--- src/rtl/pixel_map_pkg.sv ---
// pixel_map_pkg: mode encodings and counter width shared by the pixel mapper.
package pixel_map_pkg;
  typedef enum logic {MODE_CLAMP = 1'b0, MODE_HOLD = 1'b1} mode_e;
  localparam int CNT_W = 16;
endpackage

--- src/rtl/pixel_map_saturate_axis_saturate.sv ---
// axis_saturate: range-checks one shifted coordinate and picks clamp, hold or pass-through.
module axis_saturate #(
  parameter int V_W = 18,
  parameter int O_W = 10,
  parameter int MAX = 639
) (
  input  logic signed [V_W-1:0] v,
  input  logic                  hold,
  input  logic [O_W-1:0]        prev,
  output logic                  lo,
  output logic                  hi,
  output logic [O_W-1:0]        nxt
);
  always_comb begin
    lo  = v[V_W-1];
    hi  = !lo && (v > V_W'(MAX));
    nxt = lo ? (hold ? prev : '0) : hi ? (hold ? prev : O_W'(MAX)) : v[O_W-1:0];
  end
endmodule

--- src/rtl/pixel_map_saturate.sv ---
// pixel_map_saturate: two-stage scale/offset then per-axis saturation of signed coordinates to pixels.
module pixel_map_saturate
  import pixel_map_pkg::*;
#(
  parameter int IN_W     = 16,
  parameter int X_W      = 10,
  parameter int Y_W      = 9,
  parameter int X_MAX    = 639,
  parameter int Y_MAX    = 479,
  parameter int SHIFT    = 0,
  parameter int X_OFFSET = 0,
  parameter int Y_OFFSET = 0
) (
  input  logic             clk,
  input  logic             reset,
  input  logic             in_valid,
  input  logic [IN_W-1:0]  in_x,
  input  logic [IN_W-1:0]  in_y,
  input  logic             mode,
  input  logic             clear_count,
  output logic             out_valid,
  output logic [X_W-1:0]   pixel_x,
  output logic [Y_W-1:0]   pixel_y,
  output logic             sat_x_lo,
  output logic             sat_x_hi,
  output logic             sat_y_lo,
  output logic             sat_y_hi,
  output logic [CNT_W-1:0] sat_count
);
  localparam int V_W = IN_W + 2;
  logic signed [V_W-1:0] vx_d, vy_d, vx_q, vy_q;
  logic                  s1_valid, s1_mode;
  logic                  x_lo, x_hi, y_lo, y_hi;
  logic [X_W-1:0]        x_nxt;
  logic [Y_W-1:0]        y_nxt;
  // two guard bits keep the offset add from wrapping for any in-range input/offset
  assign vx_d = (V_W'(signed'(in_x)) >>> SHIFT) + V_W'(X_OFFSET);
  assign vy_d = (V_W'(signed'(in_y)) >>> SHIFT) + V_W'(Y_OFFSET);
  always_ff @(posedge clk or posedge reset)
    if (reset) begin
      s1_valid <= 1'b0;
      s1_mode  <= 1'b0;
      vx_q     <= '0;
      vy_q     <= '0;
    end else begin
      s1_valid <= in_valid;
      s1_mode  <= mode;
      vx_q     <= vx_d;
      vy_q     <= vy_d;
    end
  axis_saturate #(.V_W(V_W), .O_W(X_W), .MAX(X_MAX)) u_x (
    .v(vx_q), .hold(s1_mode == MODE_HOLD), .prev(pixel_x), .lo(x_lo), .hi(x_hi), .nxt(x_nxt)
  );
  axis_saturate #(.V_W(V_W), .O_W(Y_W), .MAX(Y_MAX)) u_y (
    .v(vy_q), .hold(s1_mode == MODE_HOLD), .prev(pixel_y), .lo(y_lo), .hi(y_hi), .nxt(y_nxt)
  );
  always_ff @(posedge clk or posedge reset)
    if (reset) begin
      out_valid <= 1'b0;
      pixel_x   <= '0;
      pixel_y   <= '0;
      sat_x_lo  <= 1'b0;
      sat_x_hi  <= 1'b0;
      sat_y_lo  <= 1'b0;
      sat_y_hi  <= 1'b0;
    end else begin
      out_valid <= s1_valid;
      if (s1_valid) begin
        pixel_x  <= x_nxt;
        pixel_y  <= y_nxt;
        sat_x_lo <= x_lo;
        sat_x_hi <= x_hi;
        sat_y_lo <= y_lo;
        sat_y_hi <= y_hi;
      end
    end
  always_ff @(posedge clk or posedge reset)
    if (reset) sat_count <= '0;
    else if (clear_count) sat_count <= '0;
    else if (s1_valid && (x_lo || x_hi || y_lo || y_hi) && !(&sat_count)) sat_count <= sat_count + 1'b1;
endmodule

--- config.mk ---
export PLATFORM = sky130hd
export DESIGN_NAME = pixel_map_saturate
export DESIGN_NICKNAME = d
export VERILOG_FILES = /design/src/rtl/pixel_map_pkg.sv /design/src/rtl/pixel_map_saturate_axis_saturate.sv /design/src/rtl/pixel_map_saturate.sv
export SDC_FILE = /design/constraint.sdc
export NUM_CORES = 1
export LEC_CHECK = 0
export ABC_AREA = 1
export ABC_CLOCK_PERIOD_IN_PS = 2300
export CAP_MARGIN = 20
export CORE_MARGIN = 1.5
export CORE_UTILIZATION = 44
export CTS_CLUSTER_SIZE = 20
export DETAILED_ROUTE_END_ITERATION = 10
export GPL_ROUTABILITY_DRIVEN = 0
export PLACE_DENSITY = 0.86
export SLEW_MARGIN = 0
export SYNTH_ARGS = -nofsm -noshare
export SYNTH_HDL_FRONTEND = slang
export SYNTH_SLANG_ARGS = --single-unit
--- constraint.sdc ---
create_clock -name clk -period 2.3 [get_ports clk]
set_input_delay 0.46 -clock clk [delete_from_list [all_inputs] [get_ports clk]]
set_output_delay 0.46 -clock clk [all_outputs]
set_load 0.02 [all_outputs]
# After elaboration in Yosys (flattened, before gate mapping)
# Cells that the tools add are included.
[totals]
regBits = 74
in_bits = 37
wordCells = 43
out_inout_bits = 40
[op_classes]
add_sub_neg = 1
mux = 10
eq_ne = 4
n_lt_le_gt_ge = 2
n_reduce_logical = 14
[op_table]
columns = ["operator", "count"]
rows = [
  ["$mux W10", 4],
  ["$mux W9", 4],
  ["$mux W16", 2],
  ["$add A16 B1 Y16 const B", 1],
  ["$gt A16 B10 Y1 const B", 1],
  ["$gt A16 B11 Y1 const B", 1],
  ["$reduce_and A16 Y1", 1],
  ["$ne A2 B2 Y1 const B", 4],
  ["$reduce_and A3 Y1", 2],
  ["$logic_and A1 B1 Y1", 4],
  ["$logic_not A1 Y1", 3],
  ["$logic_or A1 B1 Y1", 3],
  ["$reduce_bool A2 Y1", 1],
]

# Depth between registers and ports, before layout
# Gate-level depths: netlist of run 1.
[logic_depth]
ltp_word = 9
depth_mapped = 10
depth_no_buf = 9

# Hierarchy
# Synthesis of run 1 repeated with hierarchy kept, for this count alone.
[hier_totals]
hier_cells = 364
hier_area_um2 = 3360.7
[by_module_without_submodules]
columns = ["mod", "seq_area_each_um2", "cells_per_inst", "area_each_um2", "instances"]
rows = [
  ["pixel_map_saturate", 1851.8, 237, 2770.2, 1],
  ["axis_saturate (u_x)", 0.0, 67, 319.1, 1],
  ["axis_saturate (u_y)", 0.0, 60, 271.5, 1],
]

# Worst setup path after synthesis of run 1
# Ideal clock, no wire load.
[synth_path]
path_type = "register -> register"
start = "register sat_count[0]"
end = "register sat_count[3]"
t_required_ps = 2183
t_arrival_ps = 1536
n_path_buf = 1
setup_slack_ps = 646
setup_ps = 117
synth_period_minus_slack_ps = 1654
path_stages_with_launch = 10
cell_sequence = "dfrtp_1 > ha_1 > nand3_2 > nor2_4 > nand3_2 > nand3_4 > nand2_4 > buf_6 > nand2_1 > nand2_1"
[synth_via]
elab_chain_len = 4
word_cells_on_any_way = 7
classes_between = "add/sub (1); mux (2); reduce/logical (4)"
[synth_rtl]
columns = ["item", "line", "source"]
rows = [
  ["start: declaration", "pixel_map_saturate.sv:28", "output logic [CNT_W-1:0] sat_count"],
  ["start signal: assignment", "pixel_map_saturate.sv:80", "else if (s1_valid && (x_lo || x_hi || y_lo || y_hi) && !(&sat_count)) sat_count <= sat_count + 1'b1;"],
  ["parallel branches: the longest is 4 deep, another holds $add A16 B1 Y16", "-", ""],
]
# Parallel ways; which one is timed is not known. The select of a mux whose other input is x is not followed.
# A chain may end at the register's enable or synchronous reset.

# Worst setup path in the final report of run 1
[layout_path]
start = "register sat_count[4]"
end = "output port sat_count[4]"
# No word-level cell between the ends.

==> summary.md, run 1 <==
| Metric | Value |
|---|---|
| Synth cell types | 28 |
| Die X | 85.5 um |
| Setup bufs post-CTS | 0 |
| Hold Crit Class | flip-flop to flip-flop |
| Status | finished with violations |
| Power density over the cells | 689 nW/um2 |
| Final Cycle Share | 85.1% |
| Detail Route met2 WL | 3.24 mm |
| # IOs | 77 |
| Critical path data arrival time | 1.50 ns |
| IO Port Bufs | 76 |
| Clock latency on the worst-skew pair | 0.34 ns |
| Clock Tree Root | clkbuf_8 |
| Dpl cell area | 3830 um2 |
| Wirelength, routed | 6.47 mm |
| Routed Antenna Nets | 0 |
| # Max-Cap Violations | 0 |
| Top sig layer | met4 |
| Multi-input logic area | 1020 um2 |
| Drt drc | 6 |
| DRT iter0 DRCs | 160 |
| Max Slew Vio Count | 0 |
| Synth Area in Compound Gates | 6.39% |
| Critical Path RT | 1.84 ns |
| Fraction of layout cells with a size suffix above 1 | 8.04% |
| Initial antenna violation count | 0 |
| Xor/xnor share of the synthesized area | 2.93% |
| Placed cell count | 459 |
| CTS Buf Count | 9 |
| Hpwl dp | 4.64 mm |
| Hold Crit Start | pixel_y[0] |
| Yosys Warn Count | 0 |
| Initial DRT Pass Iterations | 7 |
| Unrepaired setup endpoints after global routing | no |
| Post-synth top area cell | dfrtp_1 |
| Number of global-route vias before repair | 2408 |
| Beginning of the critical path | sat_count[4] |
| ANT cells | 0 |
| Fill cells | 537 |
| Critical path peak fanout | 5 |
| # hold bufs at CTS | 0 |
| Row cnt | 29 |
| Seq/Total Area, Yosys | 61.8% |
| Final global-route overflow total | 0 |
| Clock sinks | 74 |
| Min Tclk post-route | 1.96 ns |
| FF+latch count, synth | 74 |
| Synth area leaders | dfrtp_1 (62%), nand2_1 (9.5%), nor2_1 (5.0%) |
| Worst setup EP type | output port |
| Vias | 2372 |
| Gate Count Post-Synth | 312 |
| Crit path buf inv count | 1 |
| Final Util | 62.4% |
| Register area | 1850 um2 |
| Synth Area in Simple Gates | 24.4% |
| Leakage | 1.79 nW |
| Post-synth top area share | 61.8% |
| Max-slew headroom | 63.5% |
| Reg clk slew, reported paths | 0.08 ns |
| TritonCTS clock tree | yes |
| FF-to-FF Start | sat_count[0] |
| Startpoint Class | flip-flop |
| Finished Cell Area | 4030 um2 |
| Die Area | 7310 um2 |
| Final setup viols | 0 |
| Post-synth net total | 350 |
| Drt via density | 4.99 |
| Starting Density | 46.4% |
| Post_cts resized | 0 |
| Clk_skew | 0.00739 ns |
| Max IR drop VDD | 0.262 mV |
| Layout overhead on the synthesized area | 34.6% |
| CTS H-tree depth | 3 |
| Layout Nets | 431 |
| Routed length on met3 | 415 um |
| Adder-cell share of the synthesized area | 0.418% |
| Setup TNS Final | 0 ns |
| Hold Vio Cnt, Final | 0 |
| Commonest cells after routing, fill and taps aside | nand2_1 (76), clkdlybuf4s50_1 (76), dfrtp_1 (74) |
| Slowest-stage cell, CP | clkdlybuf4s50_1 |
| Mux cell area share after synthesis | 0% |
| Max clock buf depth | 2 |
| DR WL/cell | 13.6 um |
| Die Y | 85.5 um |
| Core area | 6460 um2 |
| Kind of critical path | flip-flop to output port |
| Post-synthesis average cell area | 9.60 um2 |
| Crit-path max cell delay | 0.67 ns |
| Mapped cell area | 2990 um2 |
| Largest net degree at the start of global routing | 75 |
| Top delay family on crit path | buffers and inverters |
| Worst-Margin Slew | 0.548 ns |
| Worst path cell trace | clkdlybuf4s50_1 |
| FMAX | 511 MHz |
| Post-Route M1 WL | 2.77 mm |
| Largest family of logic cells by synthesized area | simple AND/OR/NAND/NOR gates |
| Failing checks | DRC |
| Total global-route track usage | 19.4% |
| Global-route wire length before repair | 11.1 mm |
| Finished Layout Cells | 475 |
-- state kept, by name, summed over array words and instances (netlist names) --
| name | count |
|---|---|
| sat_y_hi | 1 |
| s1_mode | 1 |
| sat_x_lo | 1 |
| vx_q | 16 |
| vy_q | 16 |
| sat_y_lo | 1 |
| sat_x_hi | 1 |
| s1_valid | 1 |
| pixel_x | 10 |
| out_valid | 1 |
| sat_count | 16 |
| pixel_y | 9 |
-- final cells by class --
cell class                      instances  area share [%]
Sequential cell                        74            46.0
Multi-Input combinational cell        211            25.4
Timing Repair Buffer                   78            19.6
Clock buffer                           11            3.51
Tap cell                               77            2.39
Inverter                               19            1.86
Clock inverter                          5            1.34
-- worst paths after layout --
path                                      end  slack [ns]  cells past startpoint
worst max-delay path             sat_count[4]        0.34                      1
worst min-delay path               pixel_y[0]        0.49                      2
worst max register to register  sat_count[10]        0.48                      8
worst min register to register     pixel_y[0]        0.49                      2
max in group asynchronous             vy_q[1]        1.44                      3
min in group asynchronous            vx_q[10]        0.57                      3
-- power by group --
group | switching (mW) | internal, mW | total [mW] | leakage (nW)
Combinational | 0.187 | 0.178 | 0.365 | 0.768
Sequential | 0.0487 | 1.38 | 1.43 | 0.916
Clock | 0.455 | 0.527 | 0.982 | 0.103
-- synth_stat cells (all sizes together) --
library cell,number
nand2,82
ha,1
clkinv,1
nor3,6
xnor2,4
nor3b,1
xor2,6
nand4,2
a22o,2
dfrtp,74
o21ai,34
nand3,29
nand2b,1
inv,18
nor2,43
buf,6
clkbuf,2
-- logic make-up after synthesis --
logic type	Yosys count
compound gates	36
fa+ha+maj	1
simple gates	164
buf+inv	27
xor+xnor	10
flops	74
-- metal layers --
metal	global-route usage, %	vias up
li1	-	1167
met1	24.8	1125
met2	32.9	74
met3	4.04	6
met4	6.74	0
met5	0	-
-- metrics by stage --
| step | hold WS (ns) | total power [mW] | worst slack, ns |
|---|---|---|---|
| 2_1_floorplan | 0.352 | 1.62 | 0.646 |
| 3_3_place_gp | 0.465 | 1.81 | 0.409 |
| 3_5_place_dp | 0.471 | 1.82 | 0.355 |
| 4_1_cts | 0.491 | 2.79 | 0.331 |
| 5_1_grt | 0.518 | 2.89 | 0.315 |
| 6_report | 0.491 | 2.78 | 0.342 |
-- worst register-to-register path, cell delays in order (launching register included) --
cell	delay, ns
dfrtp_1	0.47
ha_1	0.27
nand3_2	0.15
nor3_1	0.42
nand3_1	0.15
nand2_1	0.11
nor2_1	0.04
nand2_1	0.06
nand2_1	0.05
(Power assumes the default switching activity.)
==> run 2, diff against run 1 <==
--- a/config.mk
+++ b/config.mk
@@ -8,8 +8,10 @@
 export ABC_AREA = 1
 export ABC_CLOCK_PERIOD_IN_PS = 2300
 export CAP_MARGIN = 20
+export CELL_PAD_IN_SITES_DETAIL_PLACEMENT = 0
+export CELL_PAD_IN_SITES_GLOBAL_PLACEMENT = 1
 export CORE_MARGIN = 1.5
-export CORE_UTILIZATION = 44
+export CORE_UTILIZATION = 33
 export CTS_CLUSTER_SIZE = 20
 export DETAILED_ROUTE_END_ITERATION = 10
 export GPL_ROUTABILITY_DRIVEN = 0
==> run 2 against run 1 <==
Effect of this change: the flow now finishes without violations; clock power grew 7%; power grew 2.2%; global-route usage is 5.2 points lower; critical endpoint is now sat_count[15]; first-iteration DRC count shrank 51%; cell count grew 6.7%.
==> summary.md, run 2 (synthesis results as in run 1) <==
| Metric | Value |
|---|---|
| Worst-Margin Slew | 0.578 ns |
| GRT busiest layer | met2 |
| Worst-case reg-to-reg path depth | 8 |
| Crit path buf inv count | 1 |
| TritonCTS clock tree | yes |
| Drt via density | 4.56 |
| Fill cells | 841 |
| Critical path peak fanout | 4 |
| Setup bufs post-CTS | 0 |
| # IOs | 77 |
| Max clock buf depth | 2 |
| Final setup viols | 0 |
| Hold Crit Class | input pin to asynchronous set/reset pin |
| Unrepaired setup endpoints after global routing | no |
| Max-slew headroom | 61.5% |
| CTS H-tree depth | 3 |
| Total global-route track usage | 14.2% |
| Design Power | 2.84 mW |
| Clk_skew | 0.00969 ns |
| Kind of critical path | flip-flop to output port |
| Vias | 2311 |
| ANT cells | 0 |
| Reg-to-reg setup timing slack | 0.53 ns |
| Largest net degree at the start of global routing | 47 |
| Layout overhead on the synthesized area | 36.6% |
| Max IR drop VDD | 0.298 mV |
| IO Port Bufs | 76 |
| Hpwl dp | 4.47 mm |
| Layout Nets | 432 |
| Drt drc | 0 |
| Clock Tree Root | clkbuf_8 |
| Critical Path RT | 1.84 ns |
| Setup TNS Final | 0 ns |
| Die X | 98.3 um |
| Commonest cells after routing, fill and taps aside | nand2_1 (76), clkdlybuf4s50_1 (76), dfrtp_1 (74) |
| FF-to-FF Start | sat_count[0] |
| DR WL/cell | 12.4 um |
| FMAX | 522 MHz |
| Hold Vio Cnt, Final | 0 |
| Min Hold Slack | 0.480 ns |
| GRT met1 Usage | 18.8% |
| Reg-to-reg endpoint | sat_count[13] |
| CTS Buf Count | 9 |
| Clock latency on the worst-skew pair | 0.34 ns |
| Die Y | 98.3 um |
| Status | completed |
| Number of global-route vias before repair | 2262 |
| Top delay family on crit path | buffers and inverters |
| Final Util | 46.7% |
| Crit-path max cell delay | 0.67 ns |
| Reg clk slew, reported paths | 0.08 ns |
| Critical path data arrival time | 1.46 ns |
| Pre-CTS setup slack | 0.309 ns |
| Clock sinks | 74 |
| Core area | 8760 um2 |
| M3 GR Usage | 4.72% |
| Max Slew Vio Count | 0 |
| DRT iter0 DRCs | 78 |
| Slowest-stage cell, CP | clkdlybuf4s50_1 |
| Power density over the cells | 694 nW/um2 |
| Min Tclk post-route | 1.92 ns |
| Fraction of layout cells with a size suffix above 1 | 8.52% |
| Initial DRT Pass Iterations | 4 |
| Wirelength, routed | 6.31 mm |
| Routed Antenna Nets | 0 |
| # Max-Cap Violations | 0 |
| Initial antenna violation count | 0 |
| # hold bufs at CTS | 0 |
| Row cnt | 34 |
| Die Area | 9650 um2 |
| Worst path cell trace | clkdlybuf4s50_1 |
| Startpoint Class | flip-flop |
| Final global-route overflow total | 0 |
| Global-route wire length before repair | 11.0 mm |
| Leakage | 1.79 nW |
| Final Cycle Share | 83.3% |
| Grt met2 use | 22.6% |
| Starting Density | 34.2% |
| Post_cts resized | 0 |
| Worst setup EP type | output port |
| Biggest regs | sat_count (16), vx_q (16), vy_q (16) |
| Setup ws final | 0.384 ns |
[run 2: cell types whose count changed in the layout (fill, tap and decap cells not counted)]
| cell | before | now |
|---|---|---|
| inv_6 | 0 | 2 |
| clkinvlp_4 | 1 | 2 |
| clkbuf_1 | 1 | 0 |
| clkinv_4 | 1 | 2 |
| buf_4 | 1 | 2 |
| clkinv_2 | 3 | 0 |
[run 2: power by group]
group | internal (mW) | switching, mW | total (mW)
combinational | 0.179 | 0.183 | 0.362
sequential | 1.38 | 0.0467 | 1.43
clock | 0.542 | 0.506 | 1.05
[run 2: final cells by class]
type / count / area [um2] / share of cell area [%]
Clock buffer: 10 / 138 / 3.36
Clock inverter: 6 / 72.6 / 1.77
Inverter: 19 / 75.1 / 1.84
Multi-Input combinational cell: 211 / 1020 / 25.0
Sequential cell: 74 / 1850 / 45.3
Tap cell: 108 / 135 / 3.30
Timing Repair Buffer: 79 / 796 / 19.5
[run 2: how the worst max path moves through the flow]
stage | startpoint | end | cells after the start
after global placement | clear_count | sat_count[15] | 5
after floorplan | sat_count[0] | sat_count[3] | 9
after detailed placement | clear_count | sat_count[5] | 5
final | sat_count[15] | sat_count[15] | 1
after global routing | sat_count[7] | sat_count[7] | 1
after CTS | sat_count[6] | sat_count[6] | 1
[run 2: per-stage QoR]
| stage | area [um2] | cells |
|---|---|---|
| 6_report | 4090 | 507 |
| 4_1_cts | 4090 | 507 |
| 3_5_place_dp | 3880 | 491 |
| 5_1_grt | 4090 | 507 |
| 2_1_floorplan | 3000 | 312 |
| 3_3_place_gp | 3880 | 491 |
[run 2: metal layers]
| layer | wire, um | share of wire [%] |
|---|---|---|
| met5 | 0 | 0 |
| met4 | 68 | 1.1 |
| met3 | 356 | 5.6 |
| met2 | 2910 | 46 |
| met1 | 2980 | 47 |
